--- src/rtl/spi_fifo_pkg.sv ---
// Shared definitions for the SPI watermark FIFO: reset constants, threshold
// comparator kinds and the occupancy-width helper.
package spi_fifo_pkg;

  typedef enum logic {
    LVL_CMP_GE,
    LVL_CMP_LE
  } lvl_cmp_e;

  localparam int unsigned RST_PTR  = 0;
  localparam logic        RST_FLAG = 1'b0;

  // Occupancy needs one bit more than the address so full and empty differ.
  function automatic int occ_bits(input int depth);
    return $clog2(depth) + 1;
  endfunction

endpackage

--- src/rtl/spi_fifo_lvl_evt.sv ---
// Threshold comparator with a one-cycle pulse when the occupancy crosses
// into the compared region; a threshold change by itself never pulses.
module spi_fifo_lvl_evt
  import spi_fifo_pkg::*;
#(
  parameter int       CNT_W = 5,
  parameter lvl_cmp_e CMP   = LVL_CMP_GE
) (
  input  logic             clk_i,
  input  logic             rst_i,
  input  logic             clr_i,
  input  logic [CNT_W-1:0] cnt_i,
  input  logic [CNT_W-1:0] lvl_i,
  output logic             lvl_o,
  output logic             evt_o
);

  logic [CNT_W-1:0] cnt_prev_reg;
  logic             evt_reg;
  logic             cur_hit;
  logic             prev_hit;

  function automatic logic hit(input logic [CNT_W-1:0] c, input logic [CNT_W-1:0] l);
    return (CMP == LVL_CMP_GE) ? (c >= l) : (c <= l);
  endfunction

  // Both sides use the current threshold, so only occupancy movement can flip them.
  assign cur_hit  = hit(cnt_i, lvl_i);
  assign prev_hit = hit(cnt_prev_reg, lvl_i);

  always_ff @(posedge clk_i or posedge rst_i) begin
    if (rst_i) begin
      cnt_prev_reg <= CNT_W'(RST_PTR);
      evt_reg      <= RST_FLAG;
    end else if (clr_i) begin
      cnt_prev_reg <= CNT_W'(RST_PTR);
      evt_reg      <= RST_FLAG;
    end else begin
      cnt_prev_reg <= cnt_i;
      evt_reg      <= cur_hit & ~prev_hit;
    end
  end

  assign lvl_o = cur_hit;
  assign evt_o = evt_reg;

endmodule

--- src/rtl/spi_wm_fifo.sv ---
// Show-ahead synchronous FIFO with watermark flags, crossing events and sticky
// overrun/underrun errors. Define SPI_FIFO_PEAK_TRACK_EN to add high-water tracking.
module spi_wm_fifo
  import spi_fifo_pkg::*;
#(
  parameter int FIFO_WIDTH    = 32,
  parameter int FIFO_DEPTH    = 16,
  parameter int FIFO_PTR_BITS = $clog2(FIFO_DEPTH)
) (
  input  logic                   clk_i,
  input  logic                   rst_i,
  input  logic                   clr_i,
  input  logic                   wr_i,
  input  logic [FIFO_WIDTH-1:0]  wdata_i,
  input  logic                   rd_i,
  input  logic [FIFO_PTR_BITS:0] lvl_lo_i,
  input  logic [FIFO_PTR_BITS:0] lvl_hi_i,
  output logic [FIFO_WIDTH-1:0]  rdata_o,
  output logic [FIFO_PTR_BITS:0] cnt_o,
  output logic                   full_o,
  output logic                   empty_o,
  output logic                   almost_full_o,
  output logic                   almost_empty_o,
  output logic                   hi_evt_o,
  output logic                   lo_evt_o,
  output logic                   ovr_run_o,
  output logic                   udr_run_o,
  input  logic                   ovr_run_clr_i,
  input  logic                   udr_run_clr_i,
`ifdef SPI_FIFO_PEAK_TRACK_EN
  input  logic                   peak_clr_i,
`endif
  output logic [FIFO_PTR_BITS:0] peak_o
);

  localparam int CNT_W = occ_bits(FIFO_DEPTH);
  typedef logic [CNT_W-1:0] occ_t;

  logic [FIFO_WIDTH-1:0] mem [FIFO_DEPTH];

  occ_t head_reg, tail_reg;
  occ_t head_next, tail_next;
  occ_t cnt;
  logic full, empty;
  logic push, pop;
  logic ovr_reg, udr_reg;

  assign cnt   = head_reg - tail_reg;
  assign full  = (cnt == occ_t'(FIFO_DEPTH));
  assign empty = (cnt == '0);

  // A push into a full FIFO is fine when a pop frees the head slot the same cycle.
  assign push = wr_i & (~full | rd_i);
  assign pop  = rd_i & ~empty;

  always_comb begin
    head_next = head_reg;
    tail_next = tail_reg;
    if (clr_i) begin
      head_next = occ_t'(RST_PTR);
      tail_next = occ_t'(RST_PTR);
    end else begin
      if (push) head_next = head_reg + occ_t'(1);
      if (pop)  tail_next = tail_reg + occ_t'(1);
    end
  end

  always_ff @(posedge clk_i or posedge rst_i) begin
    if (rst_i) begin
      head_reg <= occ_t'(RST_PTR);
      tail_reg <= occ_t'(RST_PTR);
    end else begin
      head_reg <= head_next;
      tail_reg <= tail_next;
    end
  end

  always_ff @(posedge clk_i) begin
    if (push && !clr_i) mem[head_reg[FIFO_PTR_BITS-1:0]] <= wdata_i;
  end

  assign rdata_o = mem[tail_reg[FIFO_PTR_BITS-1:0]];

  // Error sets win over same-cycle clears; a flush wipes both.
  always_ff @(posedge clk_i or posedge rst_i) begin
    if (rst_i) begin
      ovr_reg <= RST_FLAG;
      udr_reg <= RST_FLAG;
    end else if (clr_i) begin
      ovr_reg <= RST_FLAG;
      udr_reg <= RST_FLAG;
    end else begin
      ovr_reg <= (wr_i & ~push) | (ovr_reg & ~ovr_run_clr_i);
      udr_reg <= (rd_i & empty) | (udr_reg & ~udr_run_clr_i);
    end
  end

  spi_fifo_lvl_evt #(.CNT_W(CNT_W), .CMP(LVL_CMP_GE)) u_hi_evt (
    .clk_i (clk_i),
    .rst_i (rst_i),
    .clr_i (clr_i),
    .cnt_i (cnt),
    .lvl_i (lvl_hi_i),
    .lvl_o (almost_full_o),
    .evt_o (hi_evt_o)
  );

  spi_fifo_lvl_evt #(.CNT_W(CNT_W), .CMP(LVL_CMP_LE)) u_lo_evt (
    .clk_i (clk_i),
    .rst_i (rst_i),
    .clr_i (clr_i),
    .cnt_i (cnt),
    .lvl_i (lvl_lo_i),
    .lvl_o (almost_empty_o),
    .evt_o (lo_evt_o)
  );

`ifdef SPI_FIFO_PEAK_TRACK_EN
  occ_t cnt_next;
  occ_t peak_reg;

  assign cnt_next = head_next - tail_next;

  always_ff @(posedge clk_i or posedge rst_i) begin
    if (rst_i) begin
      peak_reg <= occ_t'(RST_PTR);
    end else if (peak_clr_i || clr_i) begin
      peak_reg <= occ_t'(RST_PTR);
    end else if (cnt_next > peak_reg) begin
      peak_reg <= cnt_next;
    end
  end

  assign peak_o = peak_reg;
`else
  assign peak_o = '0;
`endif

  assign cnt_o     = cnt;
  assign full_o    = full;
  assign empty_o   = empty;
  assign ovr_run_o = ovr_reg;
  assign udr_run_o = udr_reg;

endmodule
--- config.mk ---
export PLATFORM = sky130hd
export DESIGN_NAME = spi_wm_fifo
export DESIGN_NICKNAME = d
export VERILOG_FILES = /design/src/rtl/spi_fifo_pkg.sv /design/src/rtl/spi_fifo_lvl_evt.sv /design/src/rtl/spi_wm_fifo.sv
export SDC_FILE = /design/constraint.sdc
export NUM_CORES = 1
export LEC_CHECK = 0
export CORE_MARGIN = 5
export CORE_UTILIZATION = 30
export CTS_CLUSTER_DIAMETER = 40
export DETAILED_ROUTE_END_ITERATION = 8
export MAX_ROUTING_LAYER = met4
export PLACE_DENSITY = 0.54
export SLEW_MARGIN = 20
export SYNTH_ARGS = -nofsm -noshare
export SYNTH_HDL_FRONTEND = slang
export SYNTH_SLANG_ARGS = --single-unit
--- constraint.sdc ---
create_clock -name clk_i -period 9.8 [get_ports clk_i]
set_clock_uncertainty 0.2 [all_clocks]
set_input_delay 1.47 -clock clk_i [delete_from_list [all_inputs] [get_ports clk_i]]
set_output_delay 1.47 -clock clk_i [all_outputs]
set_load 0.02 [all_outputs]
## Yosys cells after proc, flatten, opt, wreduce, memory -nomap -nowiden

Memory sizes are Yosys's and may differ from the RTL's.
Index checks and enable logic that the tools add are counted.

- Equal/unequal tests: 1
- Multiplexer cells: 11
- Magnitude comparators: 4
- Reductions and logical operators: 5
- $add $sub $neg: 3
- Bitwise gates (word level): 18

Operator list:

| operator | count |
|---|---|
| $mux W5 | 5 |
| $add A5 B1 Y5 const B | 2 |
| $ge A5 B5 Y1 | 2 |
| $le A5 B5 Y1 | 2 |
| $and A1 B1 Y1 | 8 |
| $not A1 Y1 | 7 |
| $mux W1 | 6 |
| $eq A5 B5 Y1 const B | 1 |
| $logic_not A5 Y1 | 1 |
| $sub A5 B5 Y5 | 1 |
| $reduce_bool A2 Y1 | 2 |
| $or A1 B1 Y1 | 3 |
| $logic_and A1 B1 Y1 | 1 |
| $logic_not A1 Y1 | 1 |

- Memories kept: 1
- Word-level logic and storage cells: 50
- Input port bits: 49
- Bits in registers: 19
- Bits in writable memories: 512

Memory list:

| name | depth | bits a word | rd ports | clocked after Yosys merged registers in | wr ports | RTL line | source |
|---|---|---|---|---|---|---|---|
| mem | 16 | 32 | 1 | 0 | 1 | spi_wm_fifo.sv:39 | `logic [FIFO_WIDTH-1:0] mem [FIFO_DEPTH];` |

## Longest topological paths before layout

- Depth after elaboration: 9
- Depth in mapped cells: 14
- Depth with buffers taken out: 13

## By module

A second synthesis with hierarchy kept.

- Cells, all modules: 1099
- Area total of the unflattened synthesis: 21277.9 sq um

Modules (own cells, without submodules):

| module | cells an instance | sequential area each (sq um) | times used | area each (sq um) |
|---|---|---|---|---|
| spi_wm_fifo | 1013 | 15675.0 | 1 | 20439.6 |
| spi_fifo_lvl_evt at u_lo_evt | 44 | 150.1 | 1 | 427.9 |
| spi_fifo_lvl_evt at u_hi_evt | 42 | 150.1 | 1 | 410.4 |

## Least setup slack after synthesis

No wires, ideal clock.

- Path type: reg2reg
- Start: reg tail_reg[1]
- End: mem mem[10][0], enable pin
- Stages on the path, launching flop included: 9
- Path buffers: 2
- Data arrival time: 5.474 ns
- Path slack: 3.625 ns
- Library setup time: 0.501 ns
- Period minus slack after synthesis: 6.175 ns
- Path through: dfrtp_1 clkbuf_1 inv_1 clkbuf_1 fa_1 nor4_2 mux2i_2 nor3_2 nor4_1

- Word-level cells in the longest chain between the ends: 8

RTL lines:

| element | RTL line | source |
|---|---|---|
| start: declaration | spi_wm_fifo.sv:41 | `occ_t head_reg, tail_reg;` |
| start signal: assignment | spi_wm_fifo.sv:71 | `tail_reg <= occ_t'(RST_PTR);` |
| start signal: assignment | spi_wm_fifo.sv:74 | `tail_reg <= tail_next;` |
| $sub A5 B5 Y5 | spi_wm_fifo.sv:48 | `assign cnt = head_reg - tail_reg;` |
| net cnt_o[1] | spi_wm_fifo.sv:19 | `output logic [FIFO_PTR_BITS:0] cnt_o,` |
| $eq A5 B5 Y1 | spi_wm_fifo.sv:49 | `assign full = (cnt == occ_t'(FIFO_DEPTH));` |
| $not A1 Y1 | spi_wm_fifo.sv:53 | `assign push = wr_i & (~full \| rd_i);` |
| $or A1 B1 Y1 | spi_wm_fifo.sv:53 |  |
| $and A1 B1 Y1 | spi_wm_fifo.sv:53 |  |
| $logic_and A1 B1 Y1 | spi_wm_fifo.sv:79 | `if (push && !clr_i) mem[head_reg[FIFO_PTR_BITS-1:0]] <= wdata_i;` |
| $mux W1 | spi_wm_fifo.sv:79 |  |
| $mux W1 (not written as such) | spi_wm_fifo.sv:79 |  |
| end: declaration | spi_wm_fifo.sv:39 |  |

The timed path passes the listed nets, and every way through them passes these cells.

## Worst setup path after layout

- Start: reg tail_reg[2]
- End: out almost_full_o

- Word-level cells in the longest chain between the ends: 2

RTL lines:

| element | RTL line | source |
|---|---|---|
| $sub A5 B5 Y5 | spi_wm_fifo.sv:48 |  |
| $ge A5 B5 Y1 | spi_fifo_lvl_evt.sv:24 | `return (CMP == LVL_CMP_GE) ? (c >= l) : (c <= l);` |
| end: declaration | spi_wm_fifo.sv:22 | `output logic almost_full_o,` |

Every way passes these cells.

==> run metrics <==
outcome=complete, no violations; leakage=8.492 nW; DRC viols=0; Critical Path RT=8.13 ns; HP Class=reg -> reg; r2r startpoint=tail_reg[0]; clk sinks=531; Cell Area, Synth=21,330 sq um; max FFs per register=512; PD cells=277.6 nW/um^2; TritonCTS buffer count=82; Post-CTS Repair Setup Buffers=0; Initial Util=0.3035; Fin Hold WS=0.3654 ns; Tmin final=6.489 ns; CTS root buffer=clkbuf_16; Nets=1,336; Critical R2R Capture=mem[12][24]; row count=97; GPL Wtd Cong=0.7255; first-pass GRT wire length=73.99 mm; post-route ant nets=0; initial DRC count=739; Core ar.=70,270 sq um; vias per cell=4.741; P&R area growth vs syn=23.15%; Die Height=276.6 microns; Routed WL=49.17 mm; footprint of the multi-input gates=5197 sq um; Slew Limit Headroom=0.3335; fmax=0.1541 GHz; WP data arrival=4.82 ns; grt ovf=0; synth unique cells=52; Yosys Warn Count=0; clk_lat worst skew=0.59 ns; Mean Syn Cell Area=19.16 sq um; DR pass1 iterations=4; H-Tree Depth=3; largest net degree at the start of global routing=59; width of the die=276.6 microns; detailed-route wire length per cell=21.69 microns; IO Port Bufs=93; Seq/Total Area, Yosys=0.7433; CTS tree=yes; Worst Setup Slack, final=3.311 ns; Seq. cell area=15,860 sq um; fraction of layout cells with a size suffix above 1=0.2491; endpoints failing setup=0; Longest Clk Path Bufs=3; post-CTS resize count=0; routed via count=10,750; crit path capture=almost_full_o; Fillers=6,442; vias in the first global route=11,390; initial antenna violation count=2; Max Cap Viol=0; Final Max Slew Viols=0; kind of critical path=reg -> out; Gate Count Post-Synth=1,113; RSZ-0062 raised after global routing=false; GRT Overall Usage=0.1308; Max VDD drop=0.1297 mV; Worst-Margin Slew=0.9965 ns; R2R cell count=10; IO Pins=99; hold_buf cts=0; Tcrit/Tclk final=0.6621; critical path launch point=tail_reg[2]; setup_tns=0 ns; Setup crit start kind=flip-flop; Post-DP HPWL=26.69 mm; final hold viol count=0; Worst Path Max Fanout=43; CTS clock-pin slew for the worst setup and hold paths=0.05 ns; Setup WS pre-CTS=3.840 ns; Die ar.=76,520 sq um; Synth Register Bits=531; flop2flop setup slack=5.31 ns; Critical Path Sink Type=output port
[cells in the mapped netlist (all sizes together)]
master / n / area [sq um]
a32oi: 1 / 8.760
and2: 2 / 12.51
nor2b: 6 / 37.54
a31o: 1 / 8.760
nand2: 149 / 559.3
edfxtp: 512 / 15370
nand2b: 8 / 50.05
a21oi: 6 / 33.78
a211o: 1 / 8.760
a211oi: 6 / 45.04
o211ai: 3 / 22.52
a21o: 2 / 15.01
xor2: 1 / 8.760
mux4: 128 / 2883
or4: 5 / 37.54
o2111ai: 3 / 26.28
o2bb2ai: 1 / 8.760
ha: 27 / 337.8
nor2: 22 / 82.58
nor4b: 1 / 23.77
mux2i: 2 / 23.77
conb: 1 / 3.750
a21boi: 1 / 7.510
xnor2: 2 / 32.53
nand4: 2 / 12.51
buf: 27 / 165.2
fa: 1 / 20.02
nor3: 9 / 50.05
dfrtp: 19 / 475.5
a41oi: 5 / 43.79
a31oi: 34 / 212.7
nor3b: 1 / 7.510
inv: 22 / 82.58
nor4: 9 / 75.08
clkinv: 1 / 3.750
a2111oi: 2 / 36.29
and3: 35 / 219.0
clkbuf: 38 / 142.6
mux2: 6 / 71.31
o21ai: 5 / 25.02
nand3: 6 / 30.03
[per-stage QoR]
| step | std cells | power (mW) | util | cell area, sq um |
|---|---|---|---|---|
| after floorplan | 1117 | 3.871 | - | 21340 |
| after CTS | 2265 | 7.418 | 0.3736 | 26260 |
| after global routing | 2267 | 7.649 | 0.3737 | 26260 |
| after global placement | 2115 | 4.502 | 0.3341 | 23480 |
| final | 2267 | 7.289 | 0.3737 | 26260 |
| after detailed placement | 2115 | 4.511 | 0.3341 | 23480 |
[layout by cell type, fill, tap and decap left out, types with 13 or more instances in the layout]
cell type        instances
and3_1                  35
mux4_2                 128
nor2_1                  22
ha_1                    27
clkbuf_16               82
buf_4                   30
edfxtp_1               512
a31oi_1                 34
clkdlybuf4s50_1         93
nand2_1                149
clkinvlp_4              13
inv_1                   21
dfrtp_1                 15
[power breakdown]
part / internal [mW] / total [mW] / switching (mW)
clock network: 1.81 / 2.87 / 1.06
logic: 0.826 / 1.75 / 0.928
registers: 2.57 / 2.66 / 0.0959
[cell families (layout without fill, tap and decap cells)]
family / Yosys count / in the layout / synth area share
multiplexers: 136 / 136 / 0.1396
XOR/XNOR: 3 / 3 / 0.001936
adder cells (fa/ha/maj): 28 / 28 / 0.01678
flip-flops: 531 / 531 / 0.7433
AO/OA/AOI/OAI: 71 / 71 / 0.02359
other: 1 / 7 / 0.0001758
AND/OR/NAND/NOR: 255 / 255 / 0.05615
buffers and inverters: 88 / 296 / 0.01848
[cell type report]
| cell class | instances | share of cell area |
|---|---|---|
| tap | 940 | 0.04479 |
| timing repair buffer | 123 | 0.04402 |
| antenna | 2 | 0.0001906 |
| inverter | 23 | 0.003287 |
| clock inverter | 61 | 0.02587 |
| sequential | 531 | 0.6040 |
| clock buffer | 89 | 0.07990 |
| multi-input combinational | 498 | 0.1979 |
[metal layers]
| layer | up-vias | GRT usage | routed length (microns) |
|---|---|---|---|
| met3 | 67 | 0.02563 | 2078 |
| li1 | 4819 | - | - |
| met4 | 0 | 0.03479 | 779 |
| met1 | 5639 | 0.1669 | 21630 |
| met5 | - | - | 0 |
| met2 | 223 | 0.2165 | 24690 |
[worst max-delay path, cell delays in order, from the launching register on]
cell and delay [ns]:
dfrtp_4 0.84, clkinv_1 0.21, ha_1 0.40, a21o_1 0.17, a21oi_2 0.08, xnor2_2 0.68
inv_1 0.27, ha_1 0.40, nand2_1 0.05, a2111oi_0 0.31, a41oi_1 0.11, nand2_1 0.09
clkdlybuf4s50_1 0.62
[how the worst min path moves through the flow]
| stage | from | to | slack (ns) | cells after the start |
|---|---|---|---|---|
| floorplan | head_reg[4] | head_reg[4] | 0.39 | 3 |
| global placement | udr_run_o | udr_run_o | 0.34 | 2 |
| detailed placement | udr_run_o | udr_run_o | 0.35 | 2 |
| CTS | udr_run_o | udr_run_o | 0.37 | 2 |
| global route | udr_run_o | udr_run_o | 0.41 | 2 |
| finish | udr_run_o | udr_run_o | 0.37 | 2 |
Note: power is estimated with default switching activity, not from simulation.
